## src/rtl/if_fetch_unit.sv

```systemverilog
// Instruction fetch unit: fetches sequential words from instruction memory and
// buffers them in a 2-entry {pc, inst} FIFO for the decode stage. A taken
// redirect flushes the FIFO and restarts fetch at the word-aligned target.
// At most one memory request is outstanding. A response to a request issued
// before a redirect is discarded.
//
// Ports:
//   clk, rstn            clock, async active-low reset
//   imem_req/imem_addr   fetch request and address (accept = req & ready)
//   imem_ready           memory accepts the request this cycle
//   imem_rvalid/rdata    fetch response
//   redirect/redirect_pc flush and restart fetch at redirect_pc
//   ir_valid/ir/ir_pc    FIFO head presented to decode (NOP when empty)
//   ir_ready             decode consumes the head entry
module if_fetch_unit #(
  parameter logic [31:0] RESET_PC = 32'h0000_0000,
  parameter logic [31:0] NOP_INST = 32'h0000_0013
) (
  input  logic        clk,
  input  logic        rstn,
  output logic        imem_req,
  output logic [31:0] imem_addr,
  input  logic        imem_ready,
  input  logic        imem_rvalid,
  input  logic [31:0] imem_rdata,
  input  logic        redirect,
  input  logic [31:0] redirect_pc,
  output logic        ir_valid,
  output logic [31:0] ir,
  output logic [31:0] ir_pc,
  input  logic        ir_ready
);

  localparam int unsigned XLEN  = 32;
  localparam int unsigned DEPTH = 2;
  localparam int unsigned CNT_W = 2;

  typedef enum logic [1:0] {
    ST_IDLE    = 2'd0,
    ST_WAIT    = 2'd1,
    ST_DISCARD = 2'd2
  } state_t;

  state_t            state_q, state_d;
  logic [XLEN-1:0]   pc_q;
  logic [XLEN-1:0]   inflight_pc_q;
  logic [CNT_W-1:0]  count_q;
  logic              rd_ptr_q, wr_ptr_q;
  logic [XLEN-1:0]   fifo_pc   [DEPTH];
  logic [XLEN-1:0]   fifo_inst [DEPTH];

  logic            accept;
  logic            push;
  logic            pop;
  logic [XLEN-1:0] redirect_target;

  // Request only when idle, with FIFO space, and not being flushed. Held low
  // during reset even though the reset state would otherwise qualify.
  assign imem_req  = rstn & (state_q == ST_IDLE) & (count_q < CNT_W'(DEPTH)) & ~redirect;
  assign imem_addr = pc_q;
  assign accept    = imem_req & imem_ready;

  // Redirect overrides both push and pop in the same cycle.
  assign push = (state_q == ST_WAIT) & imem_rvalid & ~redirect;
  assign pop  = ir_valid & ir_ready & ~redirect;

  assign redirect_target = redirect_pc & ~XLEN'(3);

  assign ir_valid = (count_q != '0);
  assign ir       = ir_valid ? fifo_inst[rd_ptr_q] : NOP_INST;
  assign ir_pc    = ir_valid ? fifo_pc[rd_ptr_q]   : pc_q;

  // State register.
  always_ff @(posedge clk or negedge rstn) begin
    if (!rstn) state_q <= ST_IDLE;
    else       state_q <= state_d;
  end

  // Next-state logic; any response ends WAIT/DISCARD, redirect without a
  // response turns the outstanding request into one to be dropped.
  always_comb begin
    state_d = state_q;
    unique case (state_q)
      ST_IDLE: begin
        if (accept) state_d = ST_WAIT;
      end
      ST_WAIT: begin
        if (imem_rvalid)   state_d = ST_IDLE;
        else if (redirect) state_d = ST_DISCARD;
      end
      ST_DISCARD: begin
        if (imem_rvalid) state_d = ST_IDLE;
      end
      default: state_d = ST_IDLE;
    endcase
  end

  // Fetch PC, in-flight PC, FIFO pointers and occupancy.
  always_ff @(posedge clk or negedge rstn) begin
    if (!rstn) begin
      pc_q          <= RESET_PC;
      inflight_pc_q <= RESET_PC;
      count_q       <= '0;
      rd_ptr_q      <= 1'b0;
      wr_ptr_q      <= 1'b0;
    end else if (redirect) begin
      pc_q     <= redirect_target;
      count_q  <= '0;
      rd_ptr_q <= 1'b0;
      wr_ptr_q <= 1'b0;
    end else begin
      if (accept) begin
        pc_q          <= pc_q + XLEN'(4);
        inflight_pc_q <= pc_q;
      end
      if (push) wr_ptr_q <= ~wr_ptr_q;
      if (pop)  rd_ptr_q <= ~rd_ptr_q;
      unique case ({push, pop})
        2'b10:   count_q <= count_q + CNT_W'(1);
        2'b01:   count_q <= count_q - CNT_W'(1);
        default: count_q <= count_q;
      endcase
    end
  end

  // FIFO storage; contents are don't-care while empty so no reset is needed.
  always_ff @(posedge clk) begin
    if (push) begin
      fifo_pc[wr_ptr_q]   <= inflight_pc_q;
      fifo_inst[wr_ptr_q] <= imem_rdata;
    end
  end

endmodule

```

## config.mk

```make
export PLATFORM = sky130hd
export DESIGN_NAME = if_fetch_unit
export DESIGN_NICKNAME = d
export VERILOG_FILES = /design/src/rtl/if_fetch_unit.sv
export SDC_FILE = /design/constraint.sdc
export NUM_CORES = 1
export LEC_CHECK = 0
export CORE_MARGIN = 3
export CORE_UTILIZATION = 35
export DETAILED_ROUTE_END_ITERATION = 7
export GPL_TIMING_DRIVEN = 0
export PLACE_DENSITY_LB_ADDON = 0.3
export SYNTH_ARGS = -nofsm -noshare
export SYNTH_HDL_FRONTEND = slang
export SYNTH_SLANG_ARGS = --single-unit
```

## constraint.sdc

```tcl
create_clock -name clk -period 8.4 [get_ports clk]
set_input_delay 0.84 -clock clk [delete_from_list [all_inputs] [get_ports clk]]
set_output_delay 0.84 -clock clk [all_outputs]
set_load 0.05 [all_outputs]
```

Yosys cells after proc, flatten, opt, wreduce, memory -nomap -nowiden
Memories as Yosys holds them, arrays and structs flattened.
Index checks and enable logic that the tools add are counted.
{"block": "classes", "bitwise": 11, "n_addsub": 3, "n_eq_ne": 7, "n_lt_le_gt_ge": 1, "n_mux": 17, "reduce_logical": 8}
{"operator": "32-bit 2-to-1 mux", "n": 4}
{"operator": "32-bit by 3-bit adder with 32-bit output, second input constant", "n": 1}
{"operator": "2-bit 2-to-1 mux", "n": 5}
{"operator": "1-bit bitwise AND", "n": 8}
{"operator": "2-bit nonzero test", "n": 4}
{"operator": "1-bit 2-to-1 mux", "n": 6}
{"operator": "2-bit case mux with 3 select lines", "n": 1}
{"operator": "2-bit by 1-bit == test with 1-bit output, second input constant", "n": 2}
{"operator": "2-bit == test, second input constant", "n": 2}
{"operator": "2-bit inequality test, second input constant", "n": 2}
{"operator": "2-bit case mux with 2 select lines", "n": 1}
{"operator": "3-bit inequality test, second input constant", "n": 1}
{"operator": "1-bit NOT", "n": 3}
{"operator": "3-bit AND reduction", "n": 1}
{"operator": "3-bit nonzero test", "n": 1}
{"operator": "2-bit by 1-bit adder with 2-bit output, second input constant", "n": 1}
{"operator": "2-bit logical NOT", "n": 1}
{"operator": "2-bit less-than comparator, second input constant", "n": 1}
{"operator": "2-bit AND reduction", "n": 1}
{"operator": "2-bit by 1-bit subtractor with 2-bit output, second input constant", "n": 1}
{"block": "totals", "ramBits": 128, "n_memories": 2, "elab_cells": 55, "out_inout_bits": 98, "in_bits": 70, "ff_bits": 70}
{"name": "fifo_inst", "words": 2, "word_bits": 32, "rd": 1, "rd_clocked_by_memory_dff": 0, "wr": 1, "line": "50", "rtl": "logic [XLEN-1:0] fifo_inst [DEPTH];"}
{"name": "fifo_pc", "words": 2, "word_bits": 32, "rd": 1, "rd_clocked_by_memory_dff": 0, "wr": 1, "line": "49", "rtl": "logic [XLEN-1:0] fifo_pc [DEPTH];"}

Longest topological paths before layout
{"block": "depth", "ltp_word": 7, "ltp_mapped": 7}

Worst setup path after synthesis
No wires, ideal clock.
{"block": "synth_path", "kind": "in2reg", "from": "input port redirect", "to": "memory fifo_inst[1][0] (enable)", "stages": 3, "path_buffers": 2, "arrival_ps": 5799, "setup_slack_ps": 2030, "path_cell_list": "clkbuf_1 clkbuf_1 nor3b_1"}
{"block": "synth_between", "elab_chain_len": 4}
{"item": "start, declared", "line": "26", "rtl": "input logic redirect,"}
{"item": "1-bit NOT (no line)"}
{"item": "1-bit bitwise AND", "line": "64", "rtl": "assign push = (state_q == ST_WAIT) & imem_rvalid & ~redirect;"}
{"item": "1-bit 2-to-1 mux", "line": "128", "rtl": "if (push) begin"}
{"item": "1-bit 2-to-1 mux (implied by the code)", "line": "130", "rtl": "fifo_inst[wr_ptr_q] <= imem_rdata;"}
{"item": "end, declared", "line": "50"}
No other way between the ends.

Worst setup path in the final report
{"block": "layout_path", "from": "register count_q[1]", "to": "output port ir[21]"}
{"block": "layout_between", "elab_chain_len": 2}
{"item": "start, declared", "line": "47", "rtl": "logic [CNT_W-1:0] count_q;"}
{"item": "start signal, assigned", "line": "119", "rtl": "2'b10: count_q <= count_q + CNT_W'(1);"}
{"item": "start signal, assigned", "line": "120", "rtl": "2'b01: count_q <= count_q - CNT_W'(1);"}
{"item": "start signal, assigned", "line": "121", "rtl": "default: count_q <= count_q;"}
{"item": "2-bit nonzero test", "line": "69", "rtl": "assign ir_valid = (count_q != '0);"}
{"item": "32-bit 2-to-1 mux", "line": "70", "rtl": "assign ir = ir_valid ? fifo_inst[rd_ptr_q] : NOP_INST;"}
{"item": "end, declared", "line": "29", "rtl": "output logic [31:0] ir,"}
No other way between the ends.

==> flow_metrics.env <==
export IMPL_outcome="finished, final reports clean"
export IMPL_io_pins=168
export IMPL_die_height_um=159
export IMPL_dr_pass1_iters=5
export IMPL_post_cts_resized=0
export IMPL_grt_max_degree=39
export IMPL_die_area_mm2=0.0253
export IMPL_fmax_mhz=247
export IMPL_numPortBuffers=161
export IMPL_fin_ws_ns=4.35
export IMPL_cts_inserted_buffers=17
export IMPL_crit_path_start_kind="flop"
export IMPL_layout_commonest_cell="nand2_1"
export IMPL_final_cell_mix="163 x nand2_1, 160 x clkdlybuf4s50_1, 124 x edfxtp_1, 66 x dfrtp_1, 65 x mux2i_1"
export IMPL_h_tree_depth=4
export IMPL_grt_pass1_wl_um=34800
export IMPL_netlist_area_leader_share_pct=45.4
export IMPL_yosysWarnings=0
export IMPL_post_cts_setup_buffers=0
export IMPL_finalClockSkew_ns=0.00734
export IMPL_crit_path_end_kind="output pin"
export IMPL_yosysTopAreaCell="edfxtp_1"
export IMPL_rows=55
export IMPL_start_util_pct=35.9
export IMPL_nets=947
export IMPL_fin_crit_ns=4.05
export IMPL_synth_cells=680
export IMPL_syn_area_per_cell_um2=12.1
export IMPL_place_hpwl_um=16300
export IMPL_finalInstanceArea_mm2=0.0109
export IMPL_drtIter0Drc=405
export IMPL_ys_ff_latch=190
export IMPL_placed_cells=1170
export IMPL_synthFlopType="edfxtp_1"
export IMPL_p_per_area_mw_per_mm2=209
export IMPL_clock_latency_ns=0.43
export IMPL_drtAntennaViolNets=0
export IMPL_die_w_um=159
export IMPL_clk_pin_slew_worst_paths_ns=0.07
export IMPL_viasPerCell=5.01
export IMPL_cts_sinks=190
export IMPL_cts_hold_buf=0
export IMPL_rsz0062_at_grt="false"
export IMPL_clock_path_buffers=2
export IMPL_grt_usage_pct=17.7
export IMPL_drive_above_1_share_pct=9.11
export IMPL_cts_tree="built"
export IMPL_antenna_found_initial=0
export IMPL_hold_path_class="in2async"
export IMPL_yosysSeqAreaShare_pct=65.6
export IMPL_worst_slew_pin_slew_ns=1.06
export IMPL_syn2layout_area_growth_pct=33.4
export IMPL_synthArstFlopShare_pct=34.7
export IMPL_drv_slew=0
export IMPL_relSlewSlack_pct=28.9
export IMPL_ir_drop_mv=0.138
export IMPL_drc=0
export IMPL_ctsRootBufferMaster="clkbuf_16"
export IMPL_netlist_top_cells_area="edfxtp_1 45%, dfrtp_1 20%, mux2i_1 7.9%, nand2_1 7.5%, o21ai_0 2.7%"
export IMPL_required_ns=7.56
export IMPL_vias=6019
export IMPL_pre_cts_ws_ns=4.51
export IMPL_setup_viol=0
export IMPL_path_class="reg2out"
export IMPL_cp_max_fo=10
export IMPL_placed_area_mm2=0.0104
export IMPL_timing_final_crit_share_pct=48.3
export IMPL_wl_um=22200
export IMPL_syn_area_mm2=0.00820
export IMPL_diodes=0
export IMPL_power_leakage_nw=4.03
export IMPL_place_gp_congestion=0.851
export IMPL_layoutNonFillerInstCount=1202
export IMPL_synth_edf_count=124
export IMPL_worstPathArrival_ns=3.21
export IMPL_core_area_mm2=0.0228
export IMPL_synth_cell_types=54
export IMPL_overflow=0
export IMPL_hold_viol=0
export IMPL_grt_pass1_vias=5954
export IMPL_drv_cap=0
export IMPL_wl_per_cell_um=18.5
-- Yosys cell counts (all sizes together) (7+ instances only) --
master / instances
nand2: 163
o211ai: 11
clkbuf: 18
buf: 23
nand3: 16
nand4: 12
nor2: 54
dfrtp: 66
a221o: 7
nor3: 7
o21ai: 45
o311ai: 8
a21oi: 7
mux2i: 65
edfxtp: 124
-- stage by stage --
| stage | TNS [ns] | power (mW) | utilization (%) | hold slack, ns |
|---|---|---|---|---|
| after detailed placement | 0 | 1.53 | 45.4 | 0.455 |
| after global routing | 0 | 2.38 | 47.9 | 0.358 |
| after floorplan | 0 | 1.36 | - | 0.442 |
| after CTS | 0 | 2.31 | 47.9 | 0.344 |
| final | 0 | 2.29 | 47.9 | 0.339 |
| after global placement | -236.24 | 1.52 | 44.7 | 0.445 |
-- routing by layer --
metal / wire [µm] / vias up / GRT usage, %
li1: - / 2844 / -
met1: 9850 / 2922 / 23.7
met2: 10800 / 234 / 29.3
met3: 1350 / 19 / 3.90
met4: 251 / 0 / 4.58
met5: 0 / - / 0
-- final cells by class --
class                           count  area [µm²]
Multi-Input combinational cell    446        2630
Inverter                            6        22.5
Tap cell                          313         392
Fill cell                        2103       11900
Clock buffer                       18         439
Sequential cell                   190        5380
Buffer                             41         191
Timing Repair Buffer              174        1760
Clock inverter                     14         125
-- worst max-delay path, stage by stage (launching register included) --
cell	delay, ns
dfrtp_1	0.48
nor2_1	0.54
clkbuf_1	0.52
clkbuf_1	0.43
nor2_1	0.10
clkdlybuf4s50_1	0.72
-- registers in the layout, indices dropped and copies added, names as in the netlist --
name	flops
state_q	2
fifo_inst	64
imem_addr	30
inflight_pc_q	30
wr_ptr_q	1
count_q	2
fifo_pc	60
rd_ptr_q	1
-- report_power, final --
part	internal, mW	switching [mW]
combinational	0.136	0.249
clock	0.400	0.378
sequential	1.07	0.0586
-- cells by family (layout without fill, tap and decap cells) --
kind of cell    after synthesis  count (layout)  share of synthesized area (%)
xor+xnor                      4               4                          0.428
fa+ha+maj                     1               1                          0.153
mux                          65              65                           7.94
flops                       190             190                           65.6
buf+inv                      47             253                           2.61
other cells                   1               4                         0.0458
simple gates                280             280                           16.0
compound gates               92              92                           7.22
-- final timing paths --
check	start	end	slack [ns]	depth (start not counted)
min in group clk	inflight_pc_q[5]$_DFFE_PN0P_	fifo_pc[0][5]$_DFFE_PP_	0.47	0
max reg2reg	state_q[1]$_DFFE_PN0P_	fifo_inst[1][28]$_DFFE_PP_	5.77	6
max	count_q[1]$_DFFE_PN0P_	ir[21]	4.35	5
min reg2reg	inflight_pc_q[5]$_DFFE_PN0P_	fifo_pc[0][5]$_DFFE_PP_	0.47	0
max in group asynchronous	rstn	inflight_pc_q[13]$_DFFE_PN0P_	7.50	2
min	rstn	inflight_pc_q[25]$_DFFE_PN0P_	0.34	1
(Power assumes the default switching activity.)
